$ cat config.mk
export PLATFORM = sky130hd
export DESIGN_NAME = jtcop_sec_resp
export DESIGN_NICKNAME = d
export VERILOG_FILES = /design/src/rtl/jtcop_sec_pkg.sv /design/src/rtl/jtcop_sec_fifo.sv /design/src/rtl/jtcop_sec_resp.sv
export SDC_FILE = /design/constraint.sdc
export NUM_CORES = 1
export LEC_CHECK = 0
export ABC_AREA = 1
export BUFFER_PORTS_ARGS = -buffer_cell sky130_fd_sc_hd__buf_4
export CAP_MARGIN = 30
export CORE_MARGIN = 3
export CORE_UTILIZATION = 40
export CTS_CLUSTER_SIZE = 25
export DETAILED_ROUTE_END_ITERATION = 7
export SKIP_CTS_REPAIR_TIMING = 1
export SLEW_MARGIN = 40
export SYNTH_ARGS = -nofsm -noshare
export SYNTH_HDL_FRONTEND = slang
export SYNTH_SLANG_ARGS = --single-unit
$ cat constraint.sdc
create_clock -name clk -period 1.7 [get_ports clk]
set_input_delay 0.085 -clock clk [delete_from_list [all_inputs] [get_ports clk]]
set_output_delay 0.085 -clock clk [all_outputs]
set_load 0.02 [all_outputs]
$ cat src/rtl/jtcop_sec_pkg.sv
// rtl/jtcop_sec_pkg.sv - shared constants and types for the security mailbox responder
package jtcop_sec_pkg;

    // MCU register map
    localparam logic [1:0] SEC_DLO  = 2'd0;
    localparam logic [1:0] SEC_DHI  = 2'd1;
    localparam logic [1:0] SEC_STAT = 2'd2;
    localparam logic [1:0] SEC_CTRL = 2'd3;

    // status byte bit positions
    localparam int STAT_IN_NE   = 0;
    localparam int STAT_SEC2    = 1;
    localparam int STAT_IN_OVR  = 2;
    localparam int STAT_OUT_OVR = 3;

    // control byte: writing 1 here clears both sticky overflow flags
    localparam int CTRL_CLR_OVR = 0;

    // reply handshake towards the main CPU
    typedef enum logic [1:0] {
        RPL_IDLE  = 2'd0,
        RPL_READY = 2'd1,
        RPL_REARM = 2'd2
    } reply_state_t;

    // REARM holds sec2 low for two clocks: counter value on its last cycle
    localparam logic REARM_LAST = 1'b1;

    function automatic logic [7:0] pack_status(input logic out_ovr, input logic in_ovr,
                                               input logic sec2, input logic in_ne);
        logic [7:0] s;
        s               = 8'h00;
        s[STAT_IN_NE]   = in_ne;
        s[STAT_SEC2]    = sec2;
        s[STAT_IN_OVR]  = in_ovr;
        s[STAT_OUT_OVR] = out_ovr;
        return s;
    endfunction

endpackage

$ cat src/rtl/jtcop_sec_fifo.sv
// rtl/jtcop_sec_fifo.sv - inbound word FIFO used when JTCOP_SEC_FIFO_EN is defined
module jtcop_sec_fifo
    import jtcop_sec_pkg::*;
#(
    parameter int DEPTH = 4,
    parameter int W     = 16
) (
    input  logic         rst,
    input  logic         clk,
    input  logic         push,
    input  logic         pop,
    input  logic [W-1:0] din,
    output logic [W-1:0] dout,
    output logic         empty,
    output logic         full,
    output logic         ovr
);

    localparam int AW = $clog2(DEPTH);

    logic [W-1:0]  mem [DEPTH];
    logic [AW-1:0] wr_ptr;
    logic [AW-1:0] rd_ptr;
    logic [AW:0]   count;
    logic          do_push;
    logic          do_pop;

    assign empty   = (count == '0);
    assign full    = (count == (AW+1)'(DEPTH));
    // a pop in the same cycle frees a slot, so a push into a full FIFO still lands
    assign do_pop  = pop & ~empty;
    assign do_push = push & (~full | do_pop);
    assign ovr     = push & full & ~do_pop;
    assign dout    = mem[rd_ptr];

    // storage array, no reset needed: contents are only visible through the pointers
    always_ff @(posedge clk) begin
        if (do_push) mem[wr_ptr] <= din;
    end

    // pointers wrap naturally because DEPTH is a power of two
    always_ff @(posedge clk or posedge rst) begin
        if (rst) begin
            wr_ptr <= '0;
            rd_ptr <= '0;
            count  <= '0;
        end else begin
            if (do_push) wr_ptr <= wr_ptr + AW'(1);
            if (do_pop)  rd_ptr <= rd_ptr + AW'(1);
            count <= count + {AW'(0), do_push} - {AW'(0), do_pop};
        end
    end

endmodule

$ cat src/rtl/jtcop_sec_resp.sv
// rtl/jtcop_sec_resp.sv - MCU-side security mailbox responder; JTCOP_SEC_FIFO_EN selects a DEPTH-word inbound FIFO
module jtcop_sec_resp
    import jtcop_sec_pkg::*;
#(
    parameter int DEPTH = 4
) (
    input  logic        rst,
    input  logic        clk,
    input  logic [5:0]  sec,
    input  logic [15:0] mcu_din,
    output logic [15:0] mcu_dout,
    output logic        sec2,
    input  logic [1:0]  mcu_addr,
    input  logic        mcu_wr,
    input  logic        mcu_rd,
    input  logic [7:0]  mcu_wdata,
    output logic [7:0]  mcu_rdata,
    output logic        mcu_irq
);

    logic [1:0]   sec_l;
    logic         wr_fall;
    logic         rd_fall;
    logic         pop;
    logic         commit;
    logic         clr_ovr;
    logic         in_ne;
    logic         in_ovr;
    logic         out_ovr;
    logic [15:0]  in_word;
    logic [7:0]   lo_hold;
    reply_state_t state;
    reply_state_t state_nx;
    logic         rearm_cnt;
    logic         sec_unused;

    // only the write and read strobes matter to this block
    assign sec_unused = ^sec[5:2];

    assign wr_fall = sec_l[0] & ~sec[0];
    assign rd_fall = sec_l[1] & ~sec[1];
    assign pop     = mcu_rd && (mcu_addr == SEC_DHI);
    assign commit  = mcu_wr && (mcu_addr == SEC_DHI);
    assign clr_ovr = mcu_wr && (mcu_addr == SEC_CTRL) && mcu_wdata[CTRL_CLR_OVR];

    // registered copy of the main strobes for falling-edge detection
    always_ff @(posedge clk or posedge rst) begin
        if (rst) sec_l <= 2'b00;
        else     sec_l <= sec[1:0];
    end

`ifdef JTCOP_SEC_FIFO_EN
    logic fifo_empty;
    logic fifo_full_unused;
    logic fifo_ovr;

    jtcop_sec_fifo #(.DEPTH(DEPTH), .W(16)) u_fifo (
        .rst   (rst),
        .clk   (clk),
        .push  (wr_fall),
        .pop   (pop),
        .din   (mcu_din),
        .dout  (in_word),
        .empty (fifo_empty),
        .full  (fifo_full_unused),
        .ovr   (fifo_ovr)
    );

    assign in_ne = ~fifo_empty;

    // sticky inbound overflow: a dropped word wins over a same-cycle clear
    always_ff @(posedge clk or posedge rst) begin
        if (rst)           in_ovr <= 1'b0;
        else if (fifo_ovr) in_ovr <= 1'b1;
        else if (clr_ovr)  in_ovr <= 1'b0;
    end
`else
    logic        in_full;
    logic [15:0] in_data;
    logic [31:0] depth_unused;

    assign depth_unused = DEPTH;
    assign in_ne        = in_full;
    assign in_word      = in_data;

    // single-word mailbox: pop is applied before push, overwrite of unread data flags in_ovr
    always_ff @(posedge clk or posedge rst) begin
        if (rst) begin
            in_full <= 1'b0;
            in_data <= 16'h0000;
            in_ovr  <= 1'b0;
        end else begin
            if (wr_fall) begin
                in_data <= mcu_din;
                in_full <= 1'b1;
            end else if (pop) begin
                in_full <= 1'b0;
            end
            if (wr_fall && in_full && !pop) in_ovr <= 1'b1;
            else if (clr_ovr)               in_ovr <= 1'b0;
        end
    end
`endif

    assign mcu_irq = in_ne;

    // reply assembly: low byte is held until the high-byte write commits the word
    always_ff @(posedge clk or posedge rst) begin
        if (rst) begin
            lo_hold  <= 8'h00;
            mcu_dout <= 16'h0000;
            out_ovr  <= 1'b0;
        end else begin
            if (mcu_wr && (mcu_addr == SEC_DLO)) lo_hold <= mcu_wdata;
            if (commit) mcu_dout <= {mcu_wdata, lo_hold};
            if (commit && (state == RPL_READY)) out_ovr <= 1'b1;
            else if (clr_ovr)                   out_ovr <= 1'b0;
        end
    end

    // registered MCU read port
    always_ff @(posedge clk or posedge rst) begin
        if (rst) begin
            mcu_rdata <= 8'h00;
        end else if (mcu_rd) begin
            case (mcu_addr)
                SEC_DLO:  mcu_rdata <= in_word[7:0];
                SEC_DHI:  mcu_rdata <= in_word[15:8];
                SEC_STAT: mcu_rdata <= pack_status(out_ovr, in_ovr, sec2, in_ne);
                default:  mcu_rdata <= 8'h00;
            endcase
        end
    end

    // reply state register and REARM cycle counter
    always_ff @(posedge clk or posedge rst) begin
        if (rst) begin
            state     <= RPL_IDLE;
            rearm_cnt <= 1'b0;
        end else begin
            state     <= state_nx;
            rearm_cnt <= ((state == RPL_REARM) && (state_nx == RPL_REARM)) ? ~rearm_cnt : 1'b0;
        end
    end

    // reply next state: a commit always beats a same-cycle main read
    always_comb begin
        state_nx = state;
        case (state)
            RPL_IDLE: begin
                if (commit) state_nx = RPL_READY;
            end
            RPL_READY: begin
                if (commit && rd_fall) state_nx = RPL_READY;
                else if (commit)       state_nx = RPL_REARM;
                else if (rd_fall)      state_nx = RPL_IDLE;
            end
            RPL_REARM: begin
                if (commit)                         state_nx = RPL_READY;
                else if (rd_fall)                   state_nx = RPL_IDLE;
                else if (rearm_cnt == REARM_LAST)   state_nx = RPL_READY;
            end
            default: state_nx = RPL_IDLE;
        endcase
    end

    // reply outputs: sec2 is high only while a reply waits in READY
    always_comb begin
        sec2 = 1'b0;
        if (state == RPL_READY) sec2 = 1'b1;
    end

endmodule

Yosys cells after proc, flatten, opt, wreduce, memory -nomap -nowiden. Cells that the tools add are included.

Register bits: 56. Memory bits (read-only): 0. Bits in latches: 0. Memories kept: 0. Memory bits (writable): 0. Output and inout bits: 26. Bits of input ports: 36. Logic and storage cells: 53.

Add/sub/neg operators: 0. Magnitude comparators: 0. Bitwise logic cells: 5. Mux-type cells: 16. Shifts and indexed selects: 0. Equal/unequal tests: 6. Div/mod/pow operators: 0. Reduce and logical (&&, ||, !) cells: 16. Multiply operators: 0.

Operators by type and width (number): $pmux W8 S3 (1); $mux W2 (7); $logic_and A1 B1 Y1 (10); $eq A2 B2 Y1 const B (4); $mux W1 (7); $pmux W2 S3 (1); $reduce_bool A2 Y1 (3); $eq A2 B1 Y1 const B (2); $logic_not A2 Y1 (2); $not A1 Y1 (3); $and A1 B1 Y1 (2); $logic_not A1 Y1 (1).

Depth between registers and ports, before layout.
Depth in word-level cells: 9. Gate-level depth with buffers: 7. Gate-level depth less buffers: 6.

Worst setup path before layout. OpenSTA, ideal clock, no wires.

Kind: register to register. Start: register state[0]. End: register mcu_rdata[1]. Data required time: 1.635 ns. Arrival time: 1.007 ns. Path slack: 0.628 ns. Clock period less this slack: 1.072 ns. Path buffers: 0. Setup time: 0.065 ns. Stages on the path, launching flop included: 7. Cell sequence: dfrtp_1 > inv_1 > nor2_1 > nand2_1 > nand3_1 > nand2_1 > nand2_1.

Word-level cells in the longest chain between the ends: 3.

Ends and longest elaborated chain: start: declaration (RTL line jtcop_sec_resp.sv:32) `reply_state_t state;`; start signal: assignment (RTL line jtcop_sec_resp.sv:141) `state <= state_nx;`; $eq A2 B1 Y1 (RTL line jtcop_sec_resp.sv:170) `if (state == RPL_READY) sec2 = 1'b1;`; $mux W1 (RTL line jtcop_sec_resp.sv:170); via sec2 (RTL line jtcop_sec_resp.sv:12) `output logic sec2,`; $pmux W8 S3 (RTL line jtcop_sec_resp.sv:126) `case (mcu_addr)`; end signal: assignment (RTL line jtcop_sec_resp.sv:127) `SEC_DLO: mcu_rdata <= in_word[7:0];`; end signal: assignment (RTL line jtcop_sec_resp.sv:128) `SEC_DHI: mcu_rdata <= in_word[15:8];`; end signal: assignment (RTL line jtcop_sec_resp.sv:129) `SEC_STAT: mcu_rdata <= pack_status(out_ovr, in_ovr, sec2, in_ne);`; end: declaration (RTL line jtcop_sec_resp.sv:17) `output logic [7:0] mcu_rdata,`.

The timed path passes the listed nets, and every way through them passes these cells. A chain may end at the register's enable or synchronous reset.

Worst setup path in the final report.
Start: register state[0]. End: output port sec2.

Word-level cells in the longest chain between the ends: 2.

Ends and longest elaborated chain (RTL line): $eq A2 B1 Y1 (jtcop_sec_resp.sv:170); $mux W1 (jtcop_sec_resp.sv:170); end: declaration (jtcop_sec_resp.sv:12).

No other way between the ends.

==> flow_summary_export.csv <==
group,metric,value,unit
outcome,outcome,"complete, but fails checks",
outcome,violations,"negative hold slack",
critical_path,cp.required,1.62,ns
critical_path,slowest_stage,"dfrtp_1",
sta,min_period,1.226,ns
power,p_per_area,983.7,nW/µm²
die,die_area,6820,µm²
power,ir_drop,0.4980,mV
synth,synth_seq_cells,56,
synth,synth_fp_nets,305,
synth,synthCells,269,
layout,drive_above_1_share,22.65,%
critical_path,critPathMaxFanout,5,
sta,slew_viol_final,0,
detailed_routing,wl,5.034,mm
die,initial_utilization,41.83,%
critical_path,cp_top_family,"flip-flops",
clock_network,clk_pin_slew,0.09,ns
critical_path,r2r_end,"in_ovr",
sta,tightestPinTransition,0.4078,ns
detailed_routing,ant_nets,0,
layout,nFillCells,544,
sta,fin_skew,0.01014,ns
clock_network,clock_latency,0.31,ns
detailed_routing,drt_pass1_iterations,4,
global_route,grt_pass1_wl,8.148,mm
layout,fin_nets,376,
die,fp.dieW,82.59,µm
min_path,min-delay-start,"mcu_din[0]",
critical_path,criticalPathCategory,"reg2out",
die,boundaryPins,62,
placed_design,place_congestion,0.8048,
min_path,hold_class,"in2reg",
sta,relSlewSlack,72.78,%
placed_design,placed_cells,390,
synth,avgSynthCellArea,8.721,µm²
clock_network,numCtsBuffers,5,
detailed_routing,post-route-drc-count,0,
detailed_routing,drt_iter0_markers,165,
placed_design,port_buffers,57,
job,cap_violations,0,
global_route,antenna_found_initial,0,
global_route,grt_pass1_vias,1739,
sta,tns,0,ns
clock_network,cts_tree,"built",
min_path,hold_depth,3,
layout,syn_to_final_growth,29.71,%
clock_network,cts_buffer_depth,2,
global_route,track_usage,15.70,%
die,die_h,82.59,µm
critical_path,critPathCaptureType,"output pin",
sta,hold_viol,9,
clock_network,cts.sinks,56,
sta,hold_slack,-0.02446,ns
layout,stdcell_count,412,
critical_path,slowest_delay,0.42,ns
detailed_routing,num_vias,1912,
critical_path,crit_chain,"inv_1 -> nor2_1 -> buf_4",
detailed_routing,drt-wirelength-per-cell,12.22,µm
synth,ys_seq_area_share,59.73,%
clock_network,clock_tree.root_cell,"clkbuf_8",
die,placementRows,27,
critical_path,rrSetupSlack,0.65,ns
die,core_area,5608,µm²
sta,timing.final.crit_share,72.11,%
critical_path,worstSetupStartpoint,"state[0]",
layout,mostFrequentLayoutCell,"nand2_1",
placed_design,dpl.hpwl,3.374,mm
layout,diodes,0,
global_route,overflow,0,
critical_path,cp.arrival,1.14,ns
sta,setup_viol,0,
global_route,grt_max_degree,57,
power,power_leakage,1.656,nW
sta,max_freq,815.7,MHz
synth,syn-cell-area,2346,µm²
min_path,hold_end,"in_data[0]",
layout,final_cell_mix,"137 x nand2_1, 58 x buf_4, 56 x dfrtp_1",
detailed_routing,avgViaCountPerCell,4.641,
synth,synth_warnings,0,
critical_path,reg2reg_depth,4,
critical_path,crit_path_start_kind,"register",
critical_path,path_buf_inv,2,
synth,synthDistinctLibCells,21,
critical_path,r2r-start,"sec_l[0]",
clock_network,htreeDepth,2,
sta,rsz0062_at_grt,"no",
cells in the mapped netlist, drive strengths merged:
library cell / instances / area share (%)
nand3: 23 / 5.4
dfrtp: 56 / 60
inv: 17 / 2.9
buf: 9 / 3.3
clkbuf: 1 / 0.16
nand4: 2 / 0.80
o21ai: 9 / 2.1
nor2: 8 / 1.7
nand2: 140 / 23
a21oi: 1 / 0.21
o211ai: 3 / 0.96
final cells by class:
class                           instances  area, µm²  area share, %
Sequential cell                        56       1401          46.05
Multi-Input combinational cell        186      795.8          26.15
Timing Repair Buffer                   74      605.6          19.90
Tap cell                               72      90.09          2.961
Clock buffer                            5      68.82          2.262
Inverter                               17      68.82          2.262
Clock inverter                          2      12.51         0.4112
flip-flops by register name, summed over array words and instances (netlist names):
| signal | cells |
|---|---|
| in_data | 16 |
| sec_l | 2 |
| mcu_rdata | 8 |
| rearm_cnt | 1 |
| lo_hold | 8 |
| out_ovr | 1 |
| mcu_irq | 1 |
| state | 2 |
| in_ovr | 1 |
| mcu_dout | 16 |
worst max path at each step:
stage                     slack, ns          to  cells after the start
after floorplan                0.24  in_data[0]                      1
after detailed placement       0.59    state[1]                      6
after CTS                      0.45        sec2                      3
final                          0.47        sec2                      3
after global placement         0.60  lo_hold[7]                      5
after global routing           0.37        sec2                      3
power by group:
group | internal [mW] | total [mW] | switching (mW)
Sequential | 1.52 | 1.63 | 0.107
Clock | 0.280 | 0.698 | 0.417
Combinational | 0.295 | 0.669 | 0.374
Total | 2.09 | 2.99 | 0.898
per-stage QoR:
stage	cell area, µm²	setup slack, ns	power [mW]	utilization [%]
CTS	2893	0.4488	3.009	51.58
finish	3043	0.4741	2.993	54.26
global route	3043	0.3728	3.175	54.26
global placement	2811	0.6025	2.294	50.13
floorplan	2346	0.2437	2.012	-
detailed placement	2811	0.5894	2.306	50.13
routing by layer:
| metal | part of all wire (%) | vias to the layer above | global-route usage, % | wire, µm |
|---|---|---|---|---|
| met2 | 46 | 45 | 23.88 | 2333 |
| li1 | - | 978 | - | - |
| met1 | 47 | 884 | 22.09 | 2385 |
| met3 | 4.8 | 5 | 3.905 | 242 |
| met4 | 1.4 | 0 | 4.902 | 72 |
| met5 | 0 | - | 0 | 0 |
logic make-up after synthesis:
group,count (synthesis),synth area share [%]
DFF,56,59.73
and+or+nand+nor,173,30.67
AOI/OAI and AO/OA,13,3.253
buffers and inverters,27,6.346
worst min-delay path: cells and delay by family:
family / cells / cell delay (ns)
buffers and inverters: 1 / 0.08
AND/OR/NAND/NOR: 2 / 0.09
(Power assumes the default switching activity.)
